**config.mk**
```make
export PLATFORM = sky130hd
export DESIGN_NAME = clock_time_counter
export DESIGN_NICKNAME = d
export VERILOG_FILES = /design/src/rtl/clock_pkg.sv /design/src/rtl/mod_counter.sv /design/src/rtl/clock_time_counter.sv
export SDC_FILE = /design/constraint.sdc
export NUM_CORES = 1
export LEC_CHECK = 0
export ABC_AREA = 1
export BUFFER_PORTS_ARGS = -buffer_cell sky130_fd_sc_hd__buf_2
export CAP_MARGIN = 0
export CORE_UTILIZATION = 40
export DETAILED_ROUTE_END_ITERATION = 8
export GPL_ROUTABILITY_DRIVEN = 0
export PLACE_DENSITY = 0.7
export SLEW_MARGIN = 20
export SYNTH_ARGS = -nofsm -noshare
export SYNTH_HDL_FRONTEND = slang
export SYNTH_HIERARCHICAL = 1
export SYNTH_SLANG_ARGS = --single-unit
```
**constraint.sdc**
```tcl
create_clock -name clk -period 3.2 [get_ports clk]
set_clock_uncertainty 0.15 [all_clocks]
set_input_delay 0.48 -clock clk [delete_from_list [all_inputs] [get_ports clk]]
set_output_delay 0.48 -clock clk [all_outputs]
set_load 0.005 [all_outputs]
```
**src/rtl/clock_pkg.sv**
```systemverilog
// Shared definitions for the time-of-day counter: FSM states, time constants, field widths.
package clock_pkg;

  typedef enum logic [1:0] {
    STOP,
    RUN,
    LOAD
  } state_e;

  localparam int unsigned SEC_PER_MIN  = 60;
  localparam int unsigned MIN_PER_HOUR = 60;
  // Clock cycles per second expected of the upstream remainder stage.
  localparam int unsigned DIVISOR      = 20000000;

  localparam int unsigned HOUR_W = 5;
  localparam int unsigned MIN_W  = 6;
  localparam int unsigned SEC_W  = 6;

endpackage

```
**src/rtl/mod_counter.sv**
```systemverilog
// Modulus counter with synchronous load; wrap flags the increment that rolls MODULUS-1 to 0.
module mod_counter #(
  parameter int unsigned MODULUS = 60,
  parameter int unsigned WIDTH   = 6
) (
  input  logic             clk,
  input  logic             rst,
  input  logic             inc,
  input  logic             load_en,
  input  logic [WIDTH-1:0] load_val,
  output logic [WIDTH-1:0] value,
  output logic             wrap
);

  localparam logic [WIDTH-1:0] MaxVal = WIDTH'(MODULUS - 1);

  logic [WIDTH-1:0] r_value;

  assign value = r_value;
  assign wrap  = inc & (r_value == MaxVal);

  // Load takes priority over increment; the top never asserts both together.
  always_ff @(posedge clk or posedge rst) begin
    if (rst) begin
      r_value <= '0;
    end else if (load_en) begin
      r_value <= load_val;
    end else if (inc) begin
      r_value <= (r_value == MaxVal) ? '0 : r_value + WIDTH'(1);
    end
  end

endmodule

```
**src/rtl/clock_time_counter.sv**
```systemverilog
// Time-of-day counter: counts one-second ticks into hh:mm:ss, with a validated load handshake.
module clock_time_counter
  import clock_pkg::*;
#(
  parameter int unsigned HOURS_PER_DAY = 24,
  parameter bit          TICK_EDGE     = 1'b1
) (
  input  logic              clk,
  input  logic              rst,
  input  logic              sec_tick,
  input  logic              run_en,
  input  logic              set_valid,
  output logic              set_ready,
  input  logic [HOUR_W-1:0] set_hour,
  input  logic [MIN_W-1:0]  set_min,
  input  logic [SEC_W-1:0]  set_sec,
  output logic [HOUR_W-1:0] hour,
  output logic [MIN_W-1:0]  min,
  output logic [SEC_W-1:0]  sec,
  output logic              sec_pulse,
  output logic              min_pulse,
  output logic              hour_pulse,
  output logic              day_pulse,
  output logic              set_err,
  output logic              running
);

  state_e r_state;
  logic   r_tick_d;
  logic   r_sec_pulse, r_min_pulse, r_hour_pulse, r_day_pulse;
  logic   r_set_err, r_running;

  logic w_tick, w_hs, w_legal, w_load, w_inc;
  logic w_sec_wrap, w_min_wrap, w_hour_wrap;

  assign w_tick    = TICK_EDGE ? (sec_tick & ~r_tick_d) : sec_tick;
  assign set_ready = (r_state != LOAD);
  assign w_hs      = set_valid & set_ready;

  // Compare at 32 bits so HOURS_PER_DAY=32 is not truncated to the 5-bit hour field.
  assign w_legal = ({{(32 - SEC_W){1'b0}}, set_sec} < SEC_PER_MIN) &&
                   ({{(32 - MIN_W){1'b0}}, set_min} < MIN_PER_HOUR) &&
                   ({{(32 - HOUR_W){1'b0}}, set_hour} < HOURS_PER_DAY);
  assign w_load  = w_hs & w_legal;

  // A concurrent load wins, and a tick in the cycle run_en drops is discarded.
  assign w_inc = (r_state == RUN) & w_tick & run_en & ~w_hs;

  mod_counter #(.MODULUS(SEC_PER_MIN), .WIDTH(SEC_W)) u_sec (
    .clk      (clk),
    .rst      (rst),
    .inc      (w_inc),
    .load_en  (w_load),
    .load_val (set_sec),
    .value    (sec),
    .wrap     (w_sec_wrap)
  );

  mod_counter #(.MODULUS(MIN_PER_HOUR), .WIDTH(MIN_W)) u_min (
    .clk      (clk),
    .rst      (rst),
    .inc      (w_sec_wrap),
    .load_en  (w_load),
    .load_val (set_min),
    .value    (min),
    .wrap     (w_min_wrap)
  );

  mod_counter #(.MODULUS(HOURS_PER_DAY), .WIDTH(HOUR_W)) u_hour (
    .clk      (clk),
    .rst      (rst),
    .inc      (w_min_wrap),
    .load_en  (w_load),
    .load_val (set_hour),
    .value    (hour),
    .wrap     (w_hour_wrap)
  );

  assign sec_pulse  = r_sec_pulse;
  assign min_pulse  = r_min_pulse;
  assign hour_pulse = r_hour_pulse;
  assign day_pulse  = r_day_pulse;
  assign set_err    = r_set_err;
  assign running    = r_running;

  // Control FSM plus registered strobes, aligned with the cycle the time registers change.
  always_ff @(posedge clk or posedge rst) begin
    if (rst) begin
      r_state      <= STOP;
      r_tick_d     <= 1'b0;
      r_running    <= 1'b0;
      r_sec_pulse  <= 1'b0;
      r_min_pulse  <= 1'b0;
      r_hour_pulse <= 1'b0;
      r_day_pulse  <= 1'b0;
      r_set_err    <= 1'b0;
    end else begin
      r_tick_d     <= sec_tick;
      r_sec_pulse  <= w_inc;
      r_min_pulse  <= w_sec_wrap;
      r_hour_pulse <= w_min_wrap;
      r_day_pulse  <= w_hour_wrap;
      r_set_err    <= w_hs & ~w_legal;
      case (r_state)
        STOP: begin
          if (w_hs) begin
            r_state   <= LOAD;
            r_running <= 1'b0;
          end else if (run_en) begin
            r_state   <= RUN;
            r_running <= 1'b1;
          end
        end
        RUN: begin
          if (w_hs) begin
            r_state   <= LOAD;
            r_running <= 1'b0;
          end else if (!run_en) begin
            r_state   <= STOP;
            r_running <= 1'b0;
          end
        end
        default: begin
          r_state   <= STOP;
          r_running <= 1'b0;
        end
      endcase
    end
  end

endmodule

```
After elaboration in Yosys (flattened, before gate mapping)
Index checks and enable logic that the tools add are counted.
- ROM bits: 0
- memory bits (writable): 0
- input bits: 22
- memories kept: 0
- bits in registers: 26
- logic and storage cells: 63
- latch bits: 0
- output and inout port bits: 24
- shift operators: 0
- $mul: 0
- bitwise logic cells: 13
- reduce and logical (&&, ||, !) cells: 7
- mux-type cells: 19
- divide/modulo/power cells: 0
- add/subtract/negate cells: 3
- $lt $le $gt $ge: 3
- eq/ne operators: 7
- operator list (operator ; number):
    two-way mux 6 bit ; 6
    two-way mux 5 bit ; 3
    adder 6 x 1 -> 6 bit (second input constant) ; 2
    equality test 6 bit (second input constant) ; 2
    less-than comparator 6 bit (second input constant) ; 2
    AND 1 bit ; 10
    two-way mux 2 bit ; 4
    inequality test 3 bit (second input constant) ; 2
    nonzero test 2 bit ; 3
    adder 5 x 1 -> 5 bit (second input constant) ; 1
    equality test 5 bit (second input constant) ; 1
    less-than comparator 5 bit (second input constant) ; 1
    two-way mux 1 bit ; 4
    case mux 2 bit (2 select lines) ; 1
    inverter 1 bit ; 3
    equality test 2 x 1 -> 1 bit (second input constant) ; 1
    logical AND 1 bit ; 2
    zero test 2 bit ; 1
    inequality test 2 bit (second input constant) ; 1
    case mux 1 bit (2 select lines) ; 1
    AND reduction 2 bit ; 1

Longest topological paths before layout
Gate-level depths: netlist of run 1.
- depth after elaboration: 9
- depth in mapped cells: 12
- gate-level depth less buffers: 12

Modules after synthesis
The synthesis of run 1 kept the hierarchy.
- by module, submodules not included (module ; times used ; cells each ; area each (sq um) ; seq. area each (sq um)):
    mod_counter at u_min ... ; 2 ; 50 ; 414.1 ; 150.1
    clock_time_counter ; 1 ; 37 ; 349.1 ; 225.2
    mod_counter at u_hour ; 1 ; 42 ; 311.5 ; 125.1

Worst setup path after synthesis of run 1
Ideal clock, no wire load.
- path type: input to register
- start: input run_en
- end: register u_hour.r_value[0], in the netlist u_hour/value[0]
- setup slack: 0.407 ns
- data required time: 2.981 ns
- cell stages on the path: 12
- setup time: 0.069 ns
- buffers on the path: 0
- data arrival time: 2.574 ns
- cell sequence: inv_1 nor2_2 nand2_2 nor3b_2 nor3b_1 nor3b_1 inv_1 nor2_2 inv_1 nor2_2 nand2_1 nand2_1
- cells in the longest elaborated chain, start to end: 5
- RTL lines (what ; line ; text):
    from (decl) ; clock_time_counter.sv:11 ; input logic run_en,
    AND 1 bit (2 in series) ; clock_time_counter.sv:47 ; assign w_inc = (r_state == RUN) & w_tick & run_en & ~w_hs;
    net w_inc ; clock_time_counter.sv:33 ; logic w_tick, w_hs, w_legal, w_load, w_inc;
    AND 1 bit ; mod_counter.sv:20 ; assign wrap = inc & (r_value == MaxVal);
    net w_sec_wrap ; clock_time_counter.sv:34 ; logic w_sec_wrap, w_min_wrap, w_hour_wrap;
    AND 1 bit ; mod_counter.sv:20 ;
    net w_min_wrap ; clock_time_counter.sv:34 ;
    nonzero test 2 bit (no line) ; -- ;
    to (signal assigned) ; mod_counter.sv:27 ; r_value <= load_val;
    to (signal assigned) ; mod_counter.sv:29 ; r_value <= (r_value == MaxVal) ? '0 : r_value + WIDTH'(1);
    to (decl) ; mod_counter.sv:17 ; logic [WIDTH-1:0] r_value;
The timed path passes the listed nets, and every way through them passes these cells.
A chain may end at the register's enable or synchronous reset.

Final worst setup path of run 1
- start: register u_sec.r_value[0], in the netlist u_sec/value[0]
- end: register u_hour.r_value[0], in the netlist u_hour/value[0]
- cells in the longest elaborated chain, start to end: 4
- RTL lines (what ; line):
    from (decl) ; mod_counter.sv:17
    from (signal assigned) ; mod_counter.sv:27
    from (signal assigned) ; mod_counter.sv:29
    equality test 6 bit ; mod_counter.sv:20
    AND 1 bit ; mod_counter.sv:20
    net w_sec_wrap ; clock_time_counter.sv:34
    AND 1 bit ; mod_counter.sv:20
    net w_min_wrap ; clock_time_counter.sv:34
    nonzero test 2 bit (no line) ; --
The timed path passes the listed nets, and every way through them passes these cells.

==> key figures, run 1 <==
Finish
  – Fin nets: 257
  – Antenna diodes: 0
  – Final Instance Area: 1830 um2
  – Fin cells: 277
  – Share of layout cells above drive strength 1: 0.303
  – P&R area growth vs syn: 22.9%
  – Core Util, Final: 0.531
  – Filler cell count: 340

Routing
  – DR WL/cell: between 10 and 15 um
  – 1st-pass router iterations: 4
  – Vias post-DR: 1435
  – Initial DRC Count: 50
  – DRT antenna net count: 0
  – Routed wire length: 3310 um
  – DRC Markers: 0
  – Drt via density: between 5 and 6

Clock network
  – Post-CTS Setup Bufs: 0
  – Root buffer cell: clkbuf_8
  – CTS Hold Buffers Added: 1
  – Maximum clock path buffer count: 2
  – Clock transition at the registers of the reported paths: 0.09 ns
  – CTS Buf Count: 3
  – CTS tree: built
  – Post-CTS sizing: 0
  – H-tree levels: 1
  – Clk sink count: 26
  – Clk_lat worst skew: between 0.2 and 0.3 ns

Setup path
  – Cells on worst reg2reg path: 11
  – CP max stage cell: dfrtp_1
  – Critical-path cell list: ha_1 > nand3_1 > nor3b_1 > buf_4 > nor3b_1 > inv_1 > nor2_2 > inv_1 > nor2_2 > nand2_1 > nand2_1
  – CP Class: register to register
  – CP Launch Type: register
  – Slowest stage delay, CP: roughly 0.42 ns
  – Reg2Reg Setup Slack: 0.83 ns
  – Reg2reg end: u_hour/value[0]
  – Largest delay share family, worst path: simple AND/OR/NAND/NOR gates
  – Crit Path Max Fanout: 7
  – Worst reg2reg startpoint: u_sec/value[0]
  – WP data arrival: about 2.4 ns
  – Critical path buffer and inverter count: 3
  – Source of the critical timing path: u_sec/value[0]
  – Crit end category: register
  – Worst Setup EP: u_hour/value[0]
  – Stages on the worst setup path: 11
  – WP data required: 3.26 ns

Yosys
  – Synthesized Nets: 204
  – Avg Synthesized Cell Area: between 8 and 9 um2
  – Netlist cell types: 25
  – Mapped Area: 1490 um2
  – Ys Warns: 6
  – Post-synthesis register bit count: 26
  – Synthesized instance count: 179
  – Post-synthesis sequential area ratio: 0.437

Placed design
  – Hpwl dp: 2590 um
  – Post-DP Area: 1760 um2
  – Inst Count DP: 272
  – Port bufs: 45

STA
  – Total negative slack: 0 ns
  – # setup viols final: 0
  – Tightest Pin Transition: 0.400 ns
  – Final period util: 0.740
  – Final max-slew violation count: 0
  – Hold slack: 0.180 ns
  – Max Clk Rate: 423 MHz
  – Final hold violation count: 0
  – RSZ-0062 raised after global routing: false
  – Fin crit period: 2.37 ns
  – Slew margin rel.: 0.733

Hold path
  – Worst min-delay path class: input pin to register

GRT
  – First-pass GRT wire length: 5480 um
  – Met2 usage: 0.281
  – Met3 usage in global routing: 0.0401
  – GR Util met1: 0.231
  – Grt total ovfl: 0
  – Largest net degree at the start of global routing: 17
  – Busiest grt layer: met2
  – Vias in the first global route: 1225
  – Global Route Usage Sum: 0.176
  – Initial antenna violation count: 0

Floorplan
  – DIE AREA: 3970 um2
  – Die width: around 63 um
  – Die height: 63.0 um
  – Initial Utilization: 0.433
  – Core ar.: between 3000 and 4000 um2
  – I/O pin count: between 40 and 50
  – Placement Rows: 21

Run status
  – Status: finished clean

Power and ir drop
  – Pleak: 0.000970 uW
  – Pwr dens: 521 nW/um2
  – Peak supply drop: ~0.00029 V

Flow run
  – Max-Cap Viols: 0
[routing by layer]
| layer | wire [um] | vias up | part of all wire |
|---|---|---|---|
| met5 | 0 | - | 0 |
| met4 | 36 | 0 | 0.011 |
| met3 | 184 | 4 | 0.056 |
| met2 | 1620 | 41 | 0.49 |
| met1 | 1470 | 696 | 0.44 |
| li1 | - | 694 | - |
[how the worst min path moves through the flow]
stage	from	to	slack [ns]	cells after the start
detailed placement	rst	u_hour/value[4]	0.29	2
finish	sec_tick	r_tick_d	0.18	1
CTS	sec_tick	r_tick_d	0.18	1
floorplan	rst	u_hour/value[0]	0.11	1
global placement	rst	u_hour/value[4]	0.28	2
global route	sec_tick	r_tick_d	0.17	1
[through the flow]
step | power [uW] | setup slack [ns]
floorplan | 640 | 0.407
global placement | 745 | 0.728
detailed placement | 750 | 0.665
CTS | 961 | 0.853
global route | 1020 | 0.656
finish | 953 | 0.833
[placed cells by master (no fill, tap or decap)]
cell,instances
o21ai_0,1
nand4_1,6
clkbuf_8,4
a21oi_1,1
a22oi_1,14
nor3b_1,2
ha_1,3
o21ai_1,1
nand2_2,1
xor2_1,2
buf_2,45
clkinv_1,1
or2_2,2
inv_1,20
o211ai_1,2
nor2_4,4
nor2_2,7
xnor2_1,3
dlygate4sd3_1,1
inv_2,2
buf_4,4
nor3_1,2
nor3b_2,1
o21bai_1,2
dfrtp_1,26
nand3_1,18
nand2_1,47
nor2_1,9
[synth_stat cells, drive strengths merged]
library cell,instances,area [um2]
a21oi,1,5.00
o21ai,2,10.0
clkinv,1,3.75
o211ai,2,15.0
xnor2,3,26.3
xor2,2,17.5
ha,3,37.5
nor2,20,120
dfrtp,26,651
nor3b,3,27.5
nand4,6,37.5
o21bai,2,15.0
buf,2,40.0
a22oi,14,105
or2,2,12.5
nand3,18,90.1
inv,22,82.6
nand2,48,183
nor3,2,10.0
[report_power, final]
group | switching (uW) | total, uW | internal (uW)
combinational | 146 | 281 | 135
clock | 97.7 | 208 | 110
sequential | 82.1 | 465 | 382
[registers in the layout (all words and copies together), names as in the netlist]
register	count
hour_pulse	1
u_hour/value	5
day_pulse	1
r_tick_d	1
sec_pulse	1
u_min/value	6
min_pulse	1
running	1
r_state	2
set_err	1
u_sec/value	6
[logic make-up (layout without fill, tap and decap cells)]
| kind of cell | count (synthesis) | count (layout) | share of synthesized area |
|---|---|---|---|
| buffers and inverters | 25 | 77 | 0.0849 |
| XOR/XNOR | 5 | 5 | 0.0294 |
| AO/OA/AOI/OAI | 21 | 21 | 0.101 |
| adder cells (fa/ha/maj) | 3 | 3 | 0.0252 |
| AND/OR/NAND/NOR | 99 | 99 | 0.323 |
| flip-flops | 26 | 26 | 0.437 |
[cell type report]
type | count | area, um2 | share of cell area
Multi-Input combinational cell | 128 | 714 | 0.391
Sequential cell | 26 | 651 | 0.356
Timing Repair Buffer | 50 | 265 | 0.145
Inverter | 23 | 86.3 | 0.0472
Tap cell | 46 | 57.6 | 0.0315
Clock buffer | 4 | 55.1 | 0.0301
(Power assumes the default switching activity.)
==> inputs of run 2 (changes only) <==
--- a/config.mk
+++ b/config.mk
@@ -11,7 +11,7 @@
 export CORE_UTILIZATION = 40
 export DETAILED_ROUTE_END_ITERATION = 8
 export GPL_ROUTABILITY_DRIVEN = 0
-export PLACE_DENSITY = 0.7
+export PLACE_DENSITY = 0.72
 export SLEW_MARGIN = 20
 export SYNTH_ARGS = -nofsm -noshare
 export SYNTH_HDL_FRONTEND = slang
==> constraint.sdc (replaced) <==
create_clock -name clk -period 1.95 [get_ports clk]
set_clock_uncertainty 0.15 [all_clocks]
set_input_delay 0.2925 -clock clk [delete_from_list [all_inputs] [get_ports clk]]
set_output_delay 0.2925 -clock clk [all_outputs]
set_load 0.005 [all_outputs]
==> key figures, run 2 (same netlist as run 1, synthesis figures left out) <==
Run status
  – Status: finished, violations left (was finished clean)
  – Failing checks: setup timing

STA
  – Fin crit period: 2.03 ns (was 2.37 ns)
  – Final period util: 1.04 (was 0.740)
  – Final max-slew violation count: 0 (unchanged)
  – Setup WS post-layout: -0.0776 ns (was 0.833 ns)
  – Final hold violation count: 0 (unchanged)
  – RSZ-0062 raised after global routing: true (was false)
  – Max Clk Rate: 493 MHz (was 423 MHz)
  – # setup viols final: 4 (was 0)
  – Tightest Pin Transition: 0.337 ns (was 0.400 ns)
  – Slew margin rel.: 0.775 (was 0.733)

Floorplan
  – Initial Utilization: 0.433 (unchanged)
  – Die width: 63.0 um (unchanged)
  – Placement Rows: 21 (unchanged)
  – DIE AREA: 3970 um2 (unchanged)
  – Die height: 63.0 um (unchanged)
  – Core ar.: 3440 um2 (unchanged)
  – I/O pin count: 46 (unchanged)

Clock network
  – CTS Buf Count: 3 (unchanged)
  – Clk sink count: 26 (unchanged)
  – CTS tree: built (unchanged)
  – Maximum clock path buffer count: 2 (unchanged)
  – Clk_lat worst skew: 0.27 ns (about the same)
  – H-tree levels: 1 (unchanged)
  – Root buffer cell: clkbuf_8 (unchanged)
  – Clock transition at the registers of the reported paths: 0.09 ns (about the same)

Setup path
  – CP Class: register to register (unchanged)
  – Cells on worst reg2reg path: 11 (unchanged)
  – WP data arrival: 2.09 ns (was 2.43 ns)
  – Worst reg2reg startpoint: r_state[1] (was u_sec/value[0])
  – Crit end category: register (unchanged)
  – WP data required: 2.01 ns (was 3.26 ns)
  – Slowest stage delay, CP: 0.42 ns (about the same)
  – Crit Path Max Fanout: 3 (was 7)
  – Reg2reg end: u_hour/value[0] (unchanged)
  – Reg2Reg Setup Slack: -0.08 ns (was 0.83 ns)
  – CP Launch Type: register (unchanged)
  – CP max stage cell: dfrtp_1 (unchanged)
  – Critical-path cell list: nor2_4 > nand2_2 > nor3b_4 > nor3b_4 > nor3b_4 > inv_2 > nor2_4 > inv_2 > nor2_4 > nand2_1 > nand2_1 (was ha_1 > nand3_1 > nor3b_1 > buf_4 > nor3b_1 > inv_1 > nor2_2 > inv_1 > nor2_2 > nand2_1 > nand2_1)

Hold path
  – HP Start: set_hour[1] (was sec_tick)
  – Worst min-delay path class: input pin to register (unchanged)
  – Hold path endpoint: u_hour/value[1] (was r_tick_d)
  – Worst Hold Depth: 3 (was 1)

Routing
  – DRT antenna net count: 0 (unchanged)
  – Routed wire length: 3530 um (was 3310 um)
  – DR WL/cell: 12.2 um (was 12.0 um)
  – Drt via density: 4.88 (was 5.18)
  – Vias post-DR: 1411 (was 1435)
  – DRC Markers: 0 (unchanged)
  – 1st-pass router iterations: 4 (unchanged)
  – Initial DRC Count: 99 (was 50)

GRT
  – Initial antenna violation count: 0 (unchanged)
  – Vias in the first global route: 1338 (was 1225)
  – Grt total ovfl: 0 (unchanged)
  – GR Util met1: 0.263 (was 0.231)
  – Met3 usage in global routing: 0.0255 (was 0.0401)
  – Largest net degree at the start of global routing: 17 (unchanged)
  – Busiest grt layer: met2 (unchanged)
  – Met2 usage: 0.319 (was 0.281)
  – Global Route Usage Sum: 0.194 (was 0.176)
  – First-pass GRT wire length: 6120 um (was 5480 um)

Finish
  – Final Instance Area: 2000 um2 (was 1830 um2)
  – Antenna diodes: 0 (unchanged)
  – Commonest non-fill, non-tap cell in the layout: nand2_1 (unchanged)
  – Share of layout cells above drive strength 1: 0.362 (was 0.303)
  – Fin nets: 269 (was 257)
  – P&R area growth vs syn: 34.3% (was 22.9%)
  – Commonest non-fill, non-tap cells in the layout: nand2_1, buf_2, dfrtp_1, nand3_1, inv_1 (was nand2_1, buf_2, dfrtp_1, inv_1, nand3_1)

Placed design
  – Port bufs: 45 (unchanged)
  – Post-DP Area: 1870 um2 (was 1760 um2)
  – Place WS: -0.0756 ns (was 0.665 ns)
  – Hpwl dp: 2650 um (was 2590 um)

Power and ir drop
  – Pwr dens: 864 nW/um2 (was 521 nW/um2)
  – Pleak: 0.00108 uW (was 0.000970 uW)
  – Peak supply drop: 0.000352 V (was 0.000286 V)

Flow run
  – Max-Cap Viols: 0 (unchanged)
-- run 2: changes by cell type in the layout (fill, tap and decap cells not counted), sizes merged --
cell / previous run / this run
buf: 49 / 60
bufinv: 0 / 1
clkbuf: 4 / 3
dlygate4sd3: 1 / 2
-- run 2: metrics by stage --
step           TNS (ns)  utilization  power, uW  std cells  hold slack [ns]
2_1_floorplan     -1.03            -       1060        179          -0.0790
3_3_place_gp    -0.0390        0.544       1270        281           0.0931
3_5_place_dp     -0.224        0.544       1280        281           0.0901
4_1_cts         -0.0360        0.574       1740        288           0.0767
5_1_grt           -1.18        0.581       1860        289           0.0997
6_report         -0.217        0.581       1730        289           0.0815
-- run 2: worst max path at each step --
stage | startpoint | cells after the start | slack, ns | endpoint
2_1_floorplan | r_state[1] | 11 | -0.25 | u_hour/value[0]
3_3_place_gp | run_en | 13 | -0.02 | u_hour/value[3]
3_5_place_dp | run_en | 13 | -0.08 | u_hour/value[3]
4_1_cts | r_state[0] | 12 | -0.02 | u_hour/value[3]
5_1_grt | r_state[0] | 12 | -0.24 | u_hour/value[0]
6_report | r_state[1] | 11 | -0.08 | u_hour/value[0]
-- run 2: power breakdown --
| part | leakage, uW | switching (uW) | internal, uW |
|---|---|---|---|
| registers | 0.000327 | 110 | 628 |
| clock network | 0.0000357 | 168 | 275 |
| logic | 0.000715 | 281 | 264 |
| total | 0.00108 | 560 | 1170 |
-- run 2: cell type report --
class	instances	area, um2
Clock buffer	3	41.3
Clock inverter	1	30.0
Fill cell	323	1440
Inverter	23	86.3
Multi-Input combinational cell	128	763
Sequential cell	26	651
Tap cell	46	57.6
Timing Repair Buffer	62	370
-- run 2: routing by layer --
metal  vias up  share of wire  routed length [um]
met5         -              0                   0
li1        722              -                   -
met3         4          0.046                 163
met1       641           0.45                1590
met4         0          0.011                  38
met2        44           0.49                1740
-- run 2: what timing repair did --
| action | CTS | global route |
|---|---|---|
| endpoints found under the hold margin | 27 | 0 |
| setup endpoints to repair | 5 | 9 |
| resized for setup | 2 | 6 |
| pin swaps | 1 | 5 |
| buffers inserted | 1 | 1 |
| hold buffers | 2 | 0 |
-- run 2: worst max-delay path, delay by kind of cell (launching register included) --
kind	cells	cell delay [ns]
flip-flops	1	0.42
AND/OR/NAND/NOR	9	1.28
buffers and inverters	2	0.14
==> inputs of run 3 (changes only) <==
--- a/config.mk
+++ b/config.mk
@@ -11,7 +11,8 @@
 export CORE_UTILIZATION = 40
 export DETAILED_ROUTE_END_ITERATION = 8
 export GPL_ROUTABILITY_DRIVEN = 0
-export PLACE_DENSITY = 0.72
+export HOLD_SLACK_MARGIN = 0.1
+export PLACE_DENSITY = 0.7
 export SLEW_MARGIN = 20
 export SYNTH_ARGS = -nofsm -noshare
 export SYNTH_HDL_FRONTEND = slang
==> constraint.sdc (replaced) <==
create_clock -name clk -period 2.5 [get_ports clk]
set_clock_uncertainty 0.15 [all_clocks]
set_input_delay 0.375 -clock clk [delete_from_list [all_inputs] [get_ports clk]]
set_output_delay 0.375 -clock clk [all_outputs]
set_load 0.005 [all_outputs]
==> key figures, run 3 (same netlist as run 1, synthesis figures left out) <==
Run status
  – Status: finished clean (was finished, violations left)

Floorplan
  – Initial Utilization: 0.433 (unchanged)
  – Die height: 63.0 um (unchanged)
  – Die width: 63.0 um (unchanged)
  – DIE AREA: 3970 um2 (unchanged)
  – Placement Rows: 21 (unchanged)
  – Core ar.: 3440 um2 (unchanged)
  – I/O pin count: 46 (unchanged)

Hold path
  – HP Start: set_valid (was set_hour[1])
  – Worst min-delay path class: input pin to register (unchanged)
  – Worst Hold Depth: 2 (was 3)
  – Hold path endpoint: r_state[0] (was u_hour/value[1])

Power and ir drop
  – Combinational power share: 0.305 (was 0.316)
  – Clock power share: 0.190 (was 0.256)
  – Internal power: 770 uW (was 1170 uW)
  – Pleak: 0.000967 uW (was 0.00108 uW)
  – Peak supply drop: 0.000281 V (was 0.000352 V)
  – Psw: 406 uW (was 560 uW)
  – Seq pwr share: 0.506 (was 0.427)
  – Pwr dens: 640 nW/um2 (was 864 nW/um2)
  – Sw Ratio: 0.345 (was 0.324)

Finish
  – Commonest non-fill, non-tap cells in the layout: nand2_1, buf_2, dfrtp_1, inv_1, nand3_1 (was nand2_1, buf_2, dfrtp_1, nand3_1, inv_1)
  – Share of layout cells above drive strength 1: 0.307 (was 0.362)
  – Filler cell count: 326 (was 323)
  – Commonest non-fill, non-tap cell in the layout: nand2_1 (unchanged)
  – Antenna diodes: 0 (unchanged)
  – Fin nets: 258 (was 269)
  – P&R area growth vs syn: 23.3% (was 34.3%)
  – Final Instance Area: 1840 um2 (was 2000 um2)
  – Core Util, Final: 0.533 (was 0.581)

Setup path
  – Reg2reg end: u_hour/value[3] (was u_hour/value[0])
  – Crit end category: register (unchanged)
  – Crit Path Max Fanout: 3 (unchanged)
  – WP data arrival: 2.23 ns (was 2.09 ns)
  – CP Class: input pin to register (was register to register)
  – Reg2Reg Setup Slack: 0.41 ns (was -0.08 ns)
  – WP data required: 2.55 ns (was 2.01 ns)
  – Cells on worst reg2reg path: 11 (unchanged)
  – CP Launch Type: input pin (was register)
  – Worst reg2reg startpoint: r_state[1] (unchanged)

Placed design
  – Post-DP Area: 1770 um2 (was 1870 um2)
  – Hpwl dp: 2550 um (was 2650 um)
  – Place WS: 0.158 ns (was -0.0756 ns)
  – Port bufs: 45 (unchanged)

STA
  – Fin crit period: between 2 and 2.5 ns
  – Final period util: 0.873
  – Final hold violation count: 0 (unchanged)
  – Tightest Pin Transition: 0.341 ns (was 0.337 ns)
  – Setup WS post-layout: 0.318 ns (was -0.0776 ns)
  – Slew margin rel.: 0.772 (was 0.775)
  – Total negative slack: 0 ns (was -0.217 ns)
  – Max Clk Rate: 458 MHz
  – # setup viols final: 0 (was 4)
  – RSZ-0062 raised after global routing: false (was true)
  – Final max-slew violation count: 0 (unchanged)

GRT
  – Largest net degree at the start of global routing: 17 (unchanged)
  – Grt total ovfl: 0 (unchanged)
  – Initial antenna violation count: 0 (unchanged)
  – First-pass GRT wire length: 5600 um (was 6120 um)
  – Vias in the first global route: 1288 (was 1338)
  – Global Route Usage Sum: 0.178 (was 0.194)

Clock network
  – CTS tree: built (unchanged)
  – H-tree levels: 1 (unchanged)
  – Post-CTS Setup Bufs: 0 (was 1)
  – Clock transition at the registers of the reported paths: 0.08 ns (was 0.09 ns)
  – Clk_lat worst skew: 0.26 ns (was 0.27 ns)
  – Maximum clock path buffer count: 2 (unchanged)
  – Root buffer cell: clkbuf_8 (unchanged)
  – Clk sink count: 26 (unchanged)
  – CTS Buf Count: 3 (unchanged)

Routing
  – DR WL/cell: 11.8 um (was 12.2 um)
  – Vias post-DR: 1396 (was 1411)
  – Initial DRC Count: 102 (was 99)
  – DRC Markers: 0 (unchanged)
  – DRT antenna net count: 0 (unchanged)
  – Drt via density: 5.04 (was 4.88)
  – 1st-pass router iterations: 4 (unchanged)
  – Routed wire length: 3280 um (was 3530 um)

Flow run
  – Max-Cap Viols: 0 (unchanged)
[run 3: changes by cell type in the layout (fill, tap and decap cells not counted), sizes merged]
cell	change
bufinv	-1
buf	-11
[run 3: layer usage]
metal | GRT usage | vias up | wire [um]
met2 | 0.292 | 58 | 1580
li1 | - | 697 | -
met3 | 0.0566 | 2 | 231
met4 | 0.0378 | 0 | 23
met5 | 0 | - | 0
met1 | 0.228 | 639 | 1450
[run 3: worst max-delay path, stage by stage]
cell	delay (ns)
dlygate4sd3_1	0.52
buf_2	0.11
nor3b_2	0.17
nor3b_2	0.21
nor3b_2	0.29
inv_1	0.10
nor2_2	0.14
inv_1	0.08
nor2_2	0.12
nand2_1	0.06
nand2_1	0.05
[run 3: power groups by stage]
| stage | clock, uW | sequential (uW) | combinational [uW] |
|---|---|---|---|
| after CTS | 234 | 594 | 358 |
| after detailed placement | 0 | 600 | 356 |
| after floorplan | 0 | 590 | 231 |
| final | 223 | 594 | 358 |
| after global placement | 0 | 602 | 351 |
| after global routing | 250 | 611 | 406 |
[run 3: cell type report]
cell class	instances	area, um2	share of cell area
multi-input cells	128	724	0.395
inverters	23	86.3	0.0470
well taps	46	57.6	0.0314
flip-flops and latches	26	651	0.354
repair buffers	51	275	0.150
clock buffers	3	41.3	0.0225
[run 3: timing repair]
item                                    CTS  global route
gates resized for setup                   0             1
endpoints found under the setup margin    0             2
hold buffers                              2             0
endpoints found under the hold margin    27             0
[run 3: how the worst max path moves through the flow]
| stage | start | endpoint | slack [ns] | cells past startpoint |
|---|---|---|---|---|
| after CTS | sec_tick | u_hour/value[3] | 0.13 | 11 |
| after floorplan | r_state[1] | u_hour/value[0] | 0.02 | 11 |
| after detailed placement | set_valid | u_hour/value[3] | 0.16 | 12 |
| after global placement | set_valid | u_hour/value[0] | 0.31 | 12 |
| after global routing | sec_tick | u_hour/value[0] | 0.10 | 11 |
| final | sec_tick | u_hour/value[3] | 0.32 | 11 |
[run 3: per-stage QoR]
step | std cells | power (uW) | hold slack, ns
final | 277 | 1180 | 0.165
after global routing | 277 | 1270 | 0.165
after CTS | 277 | 1190 | 0.162
after detailed placement | 272 | 957 | 0.180
after global placement | 272 | 953 | 0.183
after floorplan | 179 | 820 | 0.00352
